`config.mk`:
```
export PLATFORM = sky130hd
export DESIGN_NAME = pipe_ctrl
export DESIGN_NICKNAME = d
export VERILOG_FILES = /design/src/rtl/pipe_ctrl.sv
export SDC_FILE = /design/constraint.sdc
export NUM_CORES = 1
export LEC_CHECK = 0
export CORE_AREA = 5 5 42 44
export CTS_CLUSTER_DIAMETER = 30
export DETAILED_ROUTE_END_ITERATION = 7
export DIE_AREA = 0 0 47 49
export PLACE_DENSITY = 0.69
export SLEW_MARGIN = 10
export SYNTH_ARGS = -nofsm -noshare
export SYNTH_HDL_FRONTEND = slang
export SYNTH_SLANG_ARGS = --single-unit
```
`constraint.sdc`:
```
create_clock -name clk -period 2.1 [get_ports clk]
set_input_delay 0.42 -clock clk [delete_from_list [all_inputs] [get_ports clk]]
set_output_delay 0.42 -clock clk [all_outputs]
set_load 0.03 [all_outputs]
```
`src/rtl/pipe_ctrl.sv`:
```
// Pipeline hazard/stall controller: load-use stall FSM, memory freeze and branch flush.
// Optional performance counters enabled with `define PIPE_CTRL_PERF_EN.
module pipe_ctrl #(
   parameter int unsigned LU_STALL_CYCLES = 1
) (
   input  logic       clk,
   input  logic       reset,
   input  logic [4:0] id_rs1,
   input  logic [4:0] id_rs2,
   input  logic       id_uses_rs1,
   input  logic       id_uses_rs2,
   input  logic [4:0] ex_rd,
   input  logic       ex_memread,
   input  logic       ex_branch_taken,
   input  logic       mem_req,
   input  logic       mem_ready,
   output logic       pc_en,
   output logic       ifid_en,
   output logic       idex_en,
   output logic       exmem_en,
   output logic       memwb_en,
   output logic       ifid_flush,
   output logic       idex_flush
`ifdef PIPE_CTRL_PERF_EN
   ,
   output logic [15:0] stall_cycles,
   output logic [15:0] flush_count
`endif
);

   localparam int unsigned CNT_W      = 2;
   localparam logic [CNT_W-1:0] STALL_INIT = CNT_W'(LU_STALL_CYCLES - 1);
   localparam bit          MULTI_STALL = (LU_STALL_CYCLES > 1);

   typedef enum logic [0:0] {
      RUN      = 1'b0,
      LU_STALL = 1'b1
   } state_t;

   state_t            state_q, state_d;
   logic [CNT_W-1:0]  cnt_q, cnt_d;
   logic              freeze;
   logic              hazard;
   logic              stall_act;
   logic              flush_act;

   assign freeze = mem_req & ~mem_ready;
   assign hazard = ex_memread & (ex_rd != 5'd0) &
                   ((id_uses_rs1 & (id_rs1 == ex_rd)) |
                    (id_uses_rs2 & (id_rs2 == ex_rd)));

   // State register
   always_ff @(posedge clk) begin
      if (reset) begin
         state_q <= RUN;
         cnt_q   <= '0;
      end else begin
         state_q <= state_d;
         cnt_q   <= cnt_d;
      end
   end

   // Next state and combinational pipeline controls, priority freeze > branch > stall
   always_comb begin
      state_d    = state_q;
      cnt_d      = cnt_q;
      pc_en      = 1'b1;
      ifid_en    = 1'b1;
      idex_en    = 1'b1;
      exmem_en   = 1'b1;
      memwb_en   = 1'b1;
      ifid_flush = 1'b0;
      idex_flush = 1'b0;
      stall_act  = 1'b0;
      flush_act  = 1'b0;

      if (reset) begin
         pc_en      = 1'b0;
         ifid_en    = 1'b0;
         idex_en    = 1'b0;
         exmem_en   = 1'b0;
         memwb_en   = 1'b0;
         ifid_flush = 1'b1;
         idex_flush = 1'b1;
         state_d    = RUN;
         cnt_d      = '0;
      end else if (freeze) begin
         pc_en    = 1'b0;
         ifid_en  = 1'b0;
         idex_en  = 1'b0;
         exmem_en = 1'b0;
         memwb_en = 1'b0;
      end else if (ex_branch_taken) begin
         ifid_flush = 1'b1;
         idex_flush = 1'b1;
         flush_act  = 1'b1;
         state_d    = RUN;
         cnt_d      = '0;
      end else begin
         case (state_q)
            RUN: begin
               if (hazard) begin
                  stall_act = 1'b1;
                  if (MULTI_STALL) begin
                     state_d = LU_STALL;
                     cnt_d   = STALL_INIT;
                  end
               end
            end
            LU_STALL: begin
               stall_act = 1'b1;
               // cnt <= 1 also recovers from an unreachable zero count
               if (cnt_q <= CNT_W'(1)) begin
                  state_d = RUN;
                  cnt_d   = '0;
               end else begin
                  cnt_d = cnt_q - CNT_W'(1);
               end
            end
            default: begin
               state_d = RUN;
               cnt_d   = '0;
            end
         endcase

         if (stall_act) begin
            pc_en      = 1'b0;
            ifid_en    = 1'b0;
            idex_flush = 1'b1;
         end
      end
   end

`ifdef PIPE_CTRL_PERF_EN
   localparam int unsigned PERF_W = 16;
   localparam logic [PERF_W-1:0] PERF_MAX = '1;

   logic [PERF_W-1:0] stall_q;
   logic [PERF_W-1:0] flush_q;

   // Saturating event counters
   always_ff @(posedge clk) begin
      if (reset) begin
         stall_q <= '0;
         flush_q <= '0;
      end else begin
         if ((freeze | stall_act) && (stall_q != PERF_MAX)) begin
            stall_q <= stall_q + PERF_W'(1);
         end
         if (flush_act && (flush_q != PERF_MAX)) begin
            flush_q <= flush_q + PERF_W'(1);
         end
      end
   end

   // Counters read zero for the whole reset interval, including its first cycle
   assign stall_cycles = reset ? '0 : stall_q;
   assign flush_count  = reset ? '0 : flush_q;
`endif

endmodule
```
Yosys cells after proc, flatten, opt, wreduce, memory -nomap -nowiden
Cells that the tools add are included.
{"block": "word_totals", "regBits": 3, "input_bits": 23, "output_inout_bits": 7, "word_cells": 42}
{"block": "classes", "addsub": 1, "n_lt_le_gt_ge": 1, "eq_ne": 2, "n_mux": 24, "n_bitwise": 9, "n_reduce_logical": 3}
{"op": "2-to-1 mux 1 bit", "count": 20}
{"op": "== test 5 bit", "count": 2}
{"op": "2-to-1 mux 2 bit", "count": 3}
{"op": "AND 1 bit", "count": 5}
{"op": "nonzero test 5 bit", "count": 1}
{"op": "inverter 1 bit", "count": 3}
{"op": "less-or-equal comparator 2 x 1 -> 1 bit, second input constant", "count": 1}
{"op": "one-hot mux 1 bit (2 select lines)", "count": 1}
{"op": "AND reduction 2 bit", "count": 1}
{"op": "nonzero test 2 bit", "count": 1}
{"op": "subtractor 2 x 1 -> 2 bit, second input constant", "count": 1}
{"op": "bitwise OR 1 bit", "count": 1}

Logic depth before layout (Yosys ltp)
Gate-level depths: netlist of the first run.
{"block": "depth", "word_depth": 13, "mapped_depth": 5, "depth_no_buf": 4}

Least setup slack after synthesis of the first run
OpenSTA, ideal clock, no wires.
{"block": "synth_path", "path_kind": "input-to-output", "start": "in mem_req", "end": "out pc_en", "arrival_time_ns": 1.704, "required_time_ns": 1.680, "setup_slack_ns": -0.024, "cell_stages": 4, "n_path_buf": 1, "path_cell_list": "nor2b_1 > nor2_1 > o221a_2 > buf_4"}
{"block": "synth_via", "elab_chain_len": 3}
{"element": "start: declaration", "line": "15", "rtl": "input logic mem_req,"}
{"element": "AND 1 bit", "line": "47", "rtl": "assign freeze = mem_req & ~mem_ready;"}
{"element": "2-to-1 mux 1 bit (2 in a row)"}
{"element": "end: declaration", "line": "17", "rtl": "output logic pc_en,"}
No other way between the ends.

Worst setup path in the final report of the first run
{"block": "layout_path", "start": "in id_rs1[2]", "end": "out pc_en"}
{"block": "layout_via", "elab_chain_len": 13}
{"element": "start: declaration", "line": "8", "rtl": "input logic [4:0] id_rs1,"}
{"element": "== test 5 bit", "line": "49", "rtl": "((id_uses_rs1 & (id_rs1 == ex_rd)) |"}
{"element": "AND 1 bit", "line": "49"}
{"element": "bitwise OR 1 bit", "line": "49"}
{"element": "AND 1 bit", "line": "48", "rtl": "assign hazard = ex_memread & (ex_rd != 5'd0) &"}
{"element": "2-to-1 mux 1 bit", "line": "102", "rtl": "if (hazard) begin"}
{"element": "one-hot mux 1 bit (2 select lines)", "line": "100", "rtl": "case (state_q)"}
{"element": "2-to-1 mux 1 bit", "line": "93", "rtl": "end else if (ex_branch_taken) begin"}
{"element": "2-to-1 mux 1 bit", "line": "87", "rtl": "end else if (freeze) begin"}
{"element": "2-to-1 mux 1 bit", "line": "77", "rtl": "if (reset) begin"}
{"element": "2-to-1 mux 1 bit", "line": "126", "rtl": "if (stall_act) begin"}
{"element": "2-to-1 mux 1 bit", "line": "93"}
{"element": "2-to-1 mux 1 bit", "line": "87"}
{"element": "2-to-1 mux 1 bit", "line": "77"}
No other way between the ends. The select of a mux whose other input is x is not followed.

==> flow_metrics.env, run 1 <==
export IMPL_synth_area_leaders="xor2_1 21%, dfxtp_1 18%, buf_4 6.8%"
export IMPL_final_max_slew_viol_count=0
export IMPL_crit_arrival_ns=1.61
export IMPL_worstPathCellList="clkdlybuf4s15_1 -> xor2_1 -> nor4_1 -> a32oi_1 -> o221a_2 -> buf_6"
export IMPL_slowest_delay_ns=0.30
export IMPL_peakVddDrop_uv=442
export IMPL_netlist_instances=40
export IMPL_grt_pass1_vias=407
export IMPL_route_detailed_drc=0
export IMPL_holdPathStages=1
export IMPL_wl_met1_um=393
export IMPL_required_ns=1.68
export IMPL_slowest_stage="o221a_2"
export IMPL_startpoint_type="primary input"
export IMPL_synth_seq_cells=3
export IMPL_numPortBuffers=29
export IMPL_grt_usage_pct=9.63
export IMPL_clock_fmax_mhz=492
export IMPL_leakage_nw=0.299
export IMPL_die_area_sq_mm=0.00230
export IMPL_status="finished, final reports clean"
export IMPL_rows=14
export IMPL_end_kind="output pin"
export IMPL_r2r_slack_ns=1.20
export IMPL_r2r_cells=2
export IMPL_timing_rr_end="cnt_q[1]$_SDFFE_PP0P_"
export IMPL_path_class="in -> out"
export IMPL_yosys_warnings=0
export IMPL_grt_first_pass_wirelength_um=1590
export IMPL_avgRoutedWirePerCell_um=11.6
export IMPL_layout_min_cycle_time_ns=2.03
export IMPL_grt_max_degree=5
export IMPL_drt_wl_total_um=1090
export IMPL_antenna_found_initial=0
export IMPL_yosysSeqAreaShare_pct=18.3
export IMPL_fin_setup_tns_ns=0
export IMPL_syn_nets=63
export IMPL_drtAntennaViolNets=0
export IMPL_fin_nets=102
export IMPL_die_w_um=47
export IMPL_clock_latency_ns=0.23
export IMPL_syn_to_final_growth_pct=105
export IMPL_ioPinCount=30
export IMPL_cts_root_buf="clkbuf_4"
export IMPL_layout_setup_ws_ns=0.0657
export IMPL_numCtsBuffers=3
export IMPL_drive_gt1_share_pct=34.6
export IMPL_avgSynthCellArea_sq_um=8.23
export IMPL_power_density_mw_per_mm2=407
export IMPL_dr_wl_met2_um=541
export IMPL_fin_worst_skew_ns=0.00553
export IMPL_tritoncts="built"
export IMPL_dr_pass1_iters=4
export IMPL_synthDistinctLibCells=21
export IMPL_htreeDepth=1
export IMPL_post_place_ws_ns=-0.296
export IMPL_vias_per_cell=4.51
export IMPL_hp_start="cnt_q[1]$_SDFFE_PP0P_"
export IMPL_start_util_pct=23.5
export IMPL_coreArea_sq_mm=0.00140
export IMPL_top_layer_used="met4"
export IMPL_num_vias=424
export IMPL_dieHeight_um=49
export IMPL_hold_viol_final=0
export IMPL_netlist_area_leader_share_pct=21.3
export IMPL_r2r_start="state_q$_SDFFE_PP0N_"
export IMPL_worst_slew_pin_transition_ns=0.301
export IMPL_wl_met3_um=140
export IMPL_crit_fanout=2
export IMPL_gp_congestion=0.765
export IMPL_clockBufferDepth=2
export IMPL_hp_class="reg -> reg"
export IMPL_drv_cap=0
export IMPL_maxSlewHeadroom_pct=80.0
export IMPL_numClockSinks=3
export IMPL_finalCritPeriodShare_pct=96.9
export IMPL_setup_viol=0
export IMPL_syn_cell_area_sq_um=329
export IMPL_n_antenna_cell=0
export IMPL_worstHoldEndpoint="cnt_q[1]$_SDFFE_PP0P_"
export IMPL_drtIter0Drc=2
export IMPL_rsz0062_at_grt="no"
export IMPL_grt_remaining_overflow=0
export IMPL_clk_pin_slew_worst_paths_ns=0.04
export IMPL_hpwlAfterDp_um=924
export IMPL_synth_top_cell_by_area="xor2_1"
## cells in the final DEF, fill, tap and decap left out, types with 2 or more instances in the layout
cell type | synthesis | final
nor2_1 | 3 | 2
xor2_1 | 8 | 8
clkdlybuf4s15_1 | 0 | 5
buf_4 | 3 | 12
buf_6 | 0 | 2
clkdlybuf4s50_1 | 0 | 7
buf_2 | 0 | 3
inv_1 | 3 | 3
nor4_1 | 2 | 2
dfxtp_1 | 3 | 3
clkbuf_4 | 0 | 3
nor2b_1 | 2 | 2
dlygate4sd2_1 | 0 | 5
xnor2_1 | 2 | 2
clkbuf_2 | 0 | 2
## layer usage
metal,global-route usage (%),vias up
met1,9.41,183
met3,2.95,2
li1,-,223
met4,8.29,0
met5,0,-
met2,15.4,16
## area by class of cell
| cell class | instances | area [sq um] |
|---|---|---|
| clock buffer | 4 | 26.3 |
| tap | 16 | 20.0 |
| inverter | 3 | 11.3 |
| timing repair buffer | 37 | 314 |
| sequential | 3 | 60.1 |
| fill | 151 | 728 |
| multi-input combinational | 31 | 241 |
## through the flow
step	util (%)	instance area [sq um]	cells	hold slack [ns]	power, mW
global placement	47.4	664	90	0.430	0.184
global route	48.0	673	94	0.467	0.295
CTS	48.2	676	94	0.451	0.281
detailed placement	47.4	664	90	0.446	0.185
finish	48.0	673	94	0.451	0.274
floorplan	-	332	40	0.423	0.110
## cell usage after synthesis
cell and number:
nor2b_1 2, o311a_1 1, and2_0 1, o21ai_0 1, inv_1 3, o211ai_2 1
a21oi_1 2, o211ai_1 1, nor3_1 1, nor4_1 2, nor2_1 3, nand2b_1 1
buf_4 3, xnor2_1 2, or4_4 1, nand4b_1 1, o221ai_1 1, o221a_2 1
xor2_1 8, a32oi_1 1, dfxtp_1 3
## worst max-delay path: cells and delay by family
kind,cells,cell delay (ns)
simple gates,1,0.27
compound gates,2,0.47
buf+inv,2,0.32
xor+xnor,1,0.14
## what timing repair did
action / CTS / global route
endpoints found under the setup margin: 4 / 4
buffers inserted: 0 / 0
resized for setup: 26 / 11
gates cloned: 0 / 0
pin swaps: 6 / 8
hold buffers: 0 / 0
## power breakdown
group          internal (mW)  total (mW)  switching, mW
Clock                 0.0711      0.0994         0.0283
Sequential            0.0573      0.0573              0
Combinational         0.0643       0.117         0.0532
## worst max-delay path by stage
stage	startpoint	to	slack, ns	cells after the start
after detailed placement	ex_rd[1]	ifid_en	-0.30	5
after global routing	ex_rd[0]	ifid_en	0.0005	6
after floorplan	ex_rd[1]	pc_en	0.1	4
final	id_rs1[2]	pc_en	0.07	6
after CTS	id_rs1[1]	pc_en	0.008	6
after global placement	ex_rd[1]	idex_flush	-0.30	5
## cell families after synthesis
| group | after synthesis | share of synthesized area (%) |
|---|---|---|
| AND/OR/NAND/NOR | 12 | 22.4 |
| buffers and inverters | 6 | 10.3 |
| AO/OA/AOI/OAI | 9 | 22.4 |
| flip-flops | 3 | 18.3 |
| XOR/XNOR | 10 | 26.6 |
## sequential cells by signal (all words and copies together) (netlist names)
| name | count |
|---|---|
| cnt_q | 2 |
| state_q | 1 |
No activity file was read; power rests on OpenSTA's default activity.
==> run 2, diff against run 1 <==
- REMOVE_ABC_BUFFERS: not set -> 1
==> flow_metrics.env, run 2 (synthesis gave the netlist of run 1 again) <==
export IMPL_status="finished, final reports clean"
export IMPL_route_detailed_drc=0
export IMPL_tritoncts="built"
export IMPL_rsz0062_at_grt="no"
export IMPL_grt_first_pass_wirelength_um=1590
export IMPL_multiInputGateArea_sq_um=255
export IMPL_register_area_sq_um=60.1
export IMPL_start_util_pct=23.5
export IMPL_final_common_cell="buf_4"
export IMPL_drtAntennaViolNets=0
export IMPL_r2r_slack_ns=1.23
export IMPL_grt_max_degree=6
export IMPL_cts_root_buf="clkbuf_4"
export IMPL_gp_congestion=0.728
export IMPL_avgRoutedWirePerCell_um=11.4
export IMPL_dr_pass1_iters=2
export IMPL_clock_fmax_mhz=492
export IMPL_end_kind="output pin"
export IMPL_coreArea_sq_mm=0.00140
export IMPL_fillerInstances=162
export IMPL_clk_pin_slew_worst_paths_ns=0.04
export IMPL_peakVddDrop_uv=270
export IMPL_hold_viol_final=0
export IMPL_required_ns=1.68
export IMPL_num_vias=415
export IMPL_leakage_nw=0.300
export IMPL_ioPinCount=30
export IMPL_rows=14
export IMPL_layout_min_cycle_time_ns=2.03
export IMPL_numPortBuffers=29
export IMPL_grt_pass1_vias=405
export IMPL_clock_latency_ns=0.23
export IMPL_numCtsBuffers=3
export IMPL_largest_register="cnt_q"
export IMPL_htreeDepth=1
export IMPL_grt_remaining_overflow=0
export IMPL_post_cts_buffers=0
export IMPL_startpoint_type="primary input"
export IMPL_crit_arrival_ns=1.61
export IMPL_maxSlewHeadroom_pct=79.8
export IMPL_drtIter0Drc=5
export IMPL_power_density_mw_per_mm2=413
export IMPL_syn_to_final_growth_pct=105
export IMPL_holdWs_ns=0.443
export IMPL_path_class="in -> out"
export IMPL_hp_class="reg -> reg"
export IMPL_dieHeight_um=49
export IMPL_grt_usage_pct=9.36
export IMPL_final_max_slew_viol_count=0
export IMPL_setup_viol=0
export IMPL_vias_per_cell=4.46
export IMPL_fin_nets=101
export IMPL_drv_cap=0
export IMPL_finalCritPeriodShare_pct=96.7
export IMPL_n_antenna_cell=0
export IMPL_numClockSinks=3
export IMPL_fin_cells=93
export IMPL_largestRegisters="cnt_q (2), state_q (1)"
export IMPL_drt_wl_total_um=1060
export IMPL_drive_gt1_share_pct=37.7
export IMPL_largest_register_ffs=2
export IMPL_hpwlAfterDp_um=876
export IMPL_place_inst=89
export IMPL_clockBufferDepth=2
export IMPL_crit_fanout=2
export IMPL_antenna_found_initial=0
export IMPL_final_cell_mix="11 x buf_4, 8 x xor2_1, 7 x clkdlybuf4s50_1"
export IMPL_worst_slew_pin_transition_ns=0.304
export IMPL_fin_worst_skew_ns=0.000290
export IMPL_die_w_um=47
export IMPL_die_area_sq_mm=0.00230
## run 2: report_power, final
group	switching (mW)	leakage, nW	total, mW	internal, mW
registers	0	0.0241	0.0573	0.0573
logic	0.0552	0.261	0.120	0.0649
clock network	0.0306	0.0150	0.102	0.0713
## run 2: timing repair
item,in CTS,in global routing
pin swaps,7,8
hold buffers,0,0
endpoints found under the setup margin,4,7
resized for setup,28,14
## run 2: final timing paths
kind,start,end,cells after the start
worst min register to register,cnt_q[1]$_SDFFE_PP0P_,cnt_q[1]$_SDFFE_PP0P_,1
worst max-delay path,id_rs1[0],pc_en,5
worst min-delay path,cnt_q[1]$_SDFFE_PP0P_,cnt_q[1]$_SDFFE_PP0P_,1
worst max register to register,state_q$_SDFFE_PP0N_,cnt_q[1]$_SDFFE_PP0P_,2
## run 2: worst max-delay path, stage by stage
cell and delay (ns):
clkdlybuf4s50_1 0.41, xnor2_1 0.13, a32oi_1 0.24, o221a_2 0.27, buf_6 0.14
## run 2: layout make-up
cell class                 count  area share [%]
multi-input combinational     31            37.8
tap                           16            2.96
sequential                     3            8.89
clock buffer                   4            3.89
inverter                       3            1.67
timing repair buffer          36            44.8
## run 2: metal layers
metal  share of wire [%]  up-vias  global-route usage [%]
met5                   0        -                       0
met2                  52       13                    15.6
met1                  39      183                    9.87
met3                 7.9        2                    2.58
li1                    -      217                       -
met4                 1.8        0                    5.53
## run 2: metrics by stage
step | utilization (%) | setup slack (ns) | power (mW) | instance area [sq um] | TNS (ns)
2_1_floorplan | - | -0.690 | 0.105 | 307 | -1.55
3_3_place_gp | 46.7 | -0.306 | 0.182 | 654 | -1.03
3_5_place_dp | 46.7 | -0.326 | 0.183 | 654 | -1.11
4_1_cts | 47.7 | 0.000328 | 0.283 | 668 | 0
5_1_grt | 48.2 | 0.00763 | 0.305 | 676 | 0
6_report | 48.2 | 0.0689 | 0.279 | 676 | 0
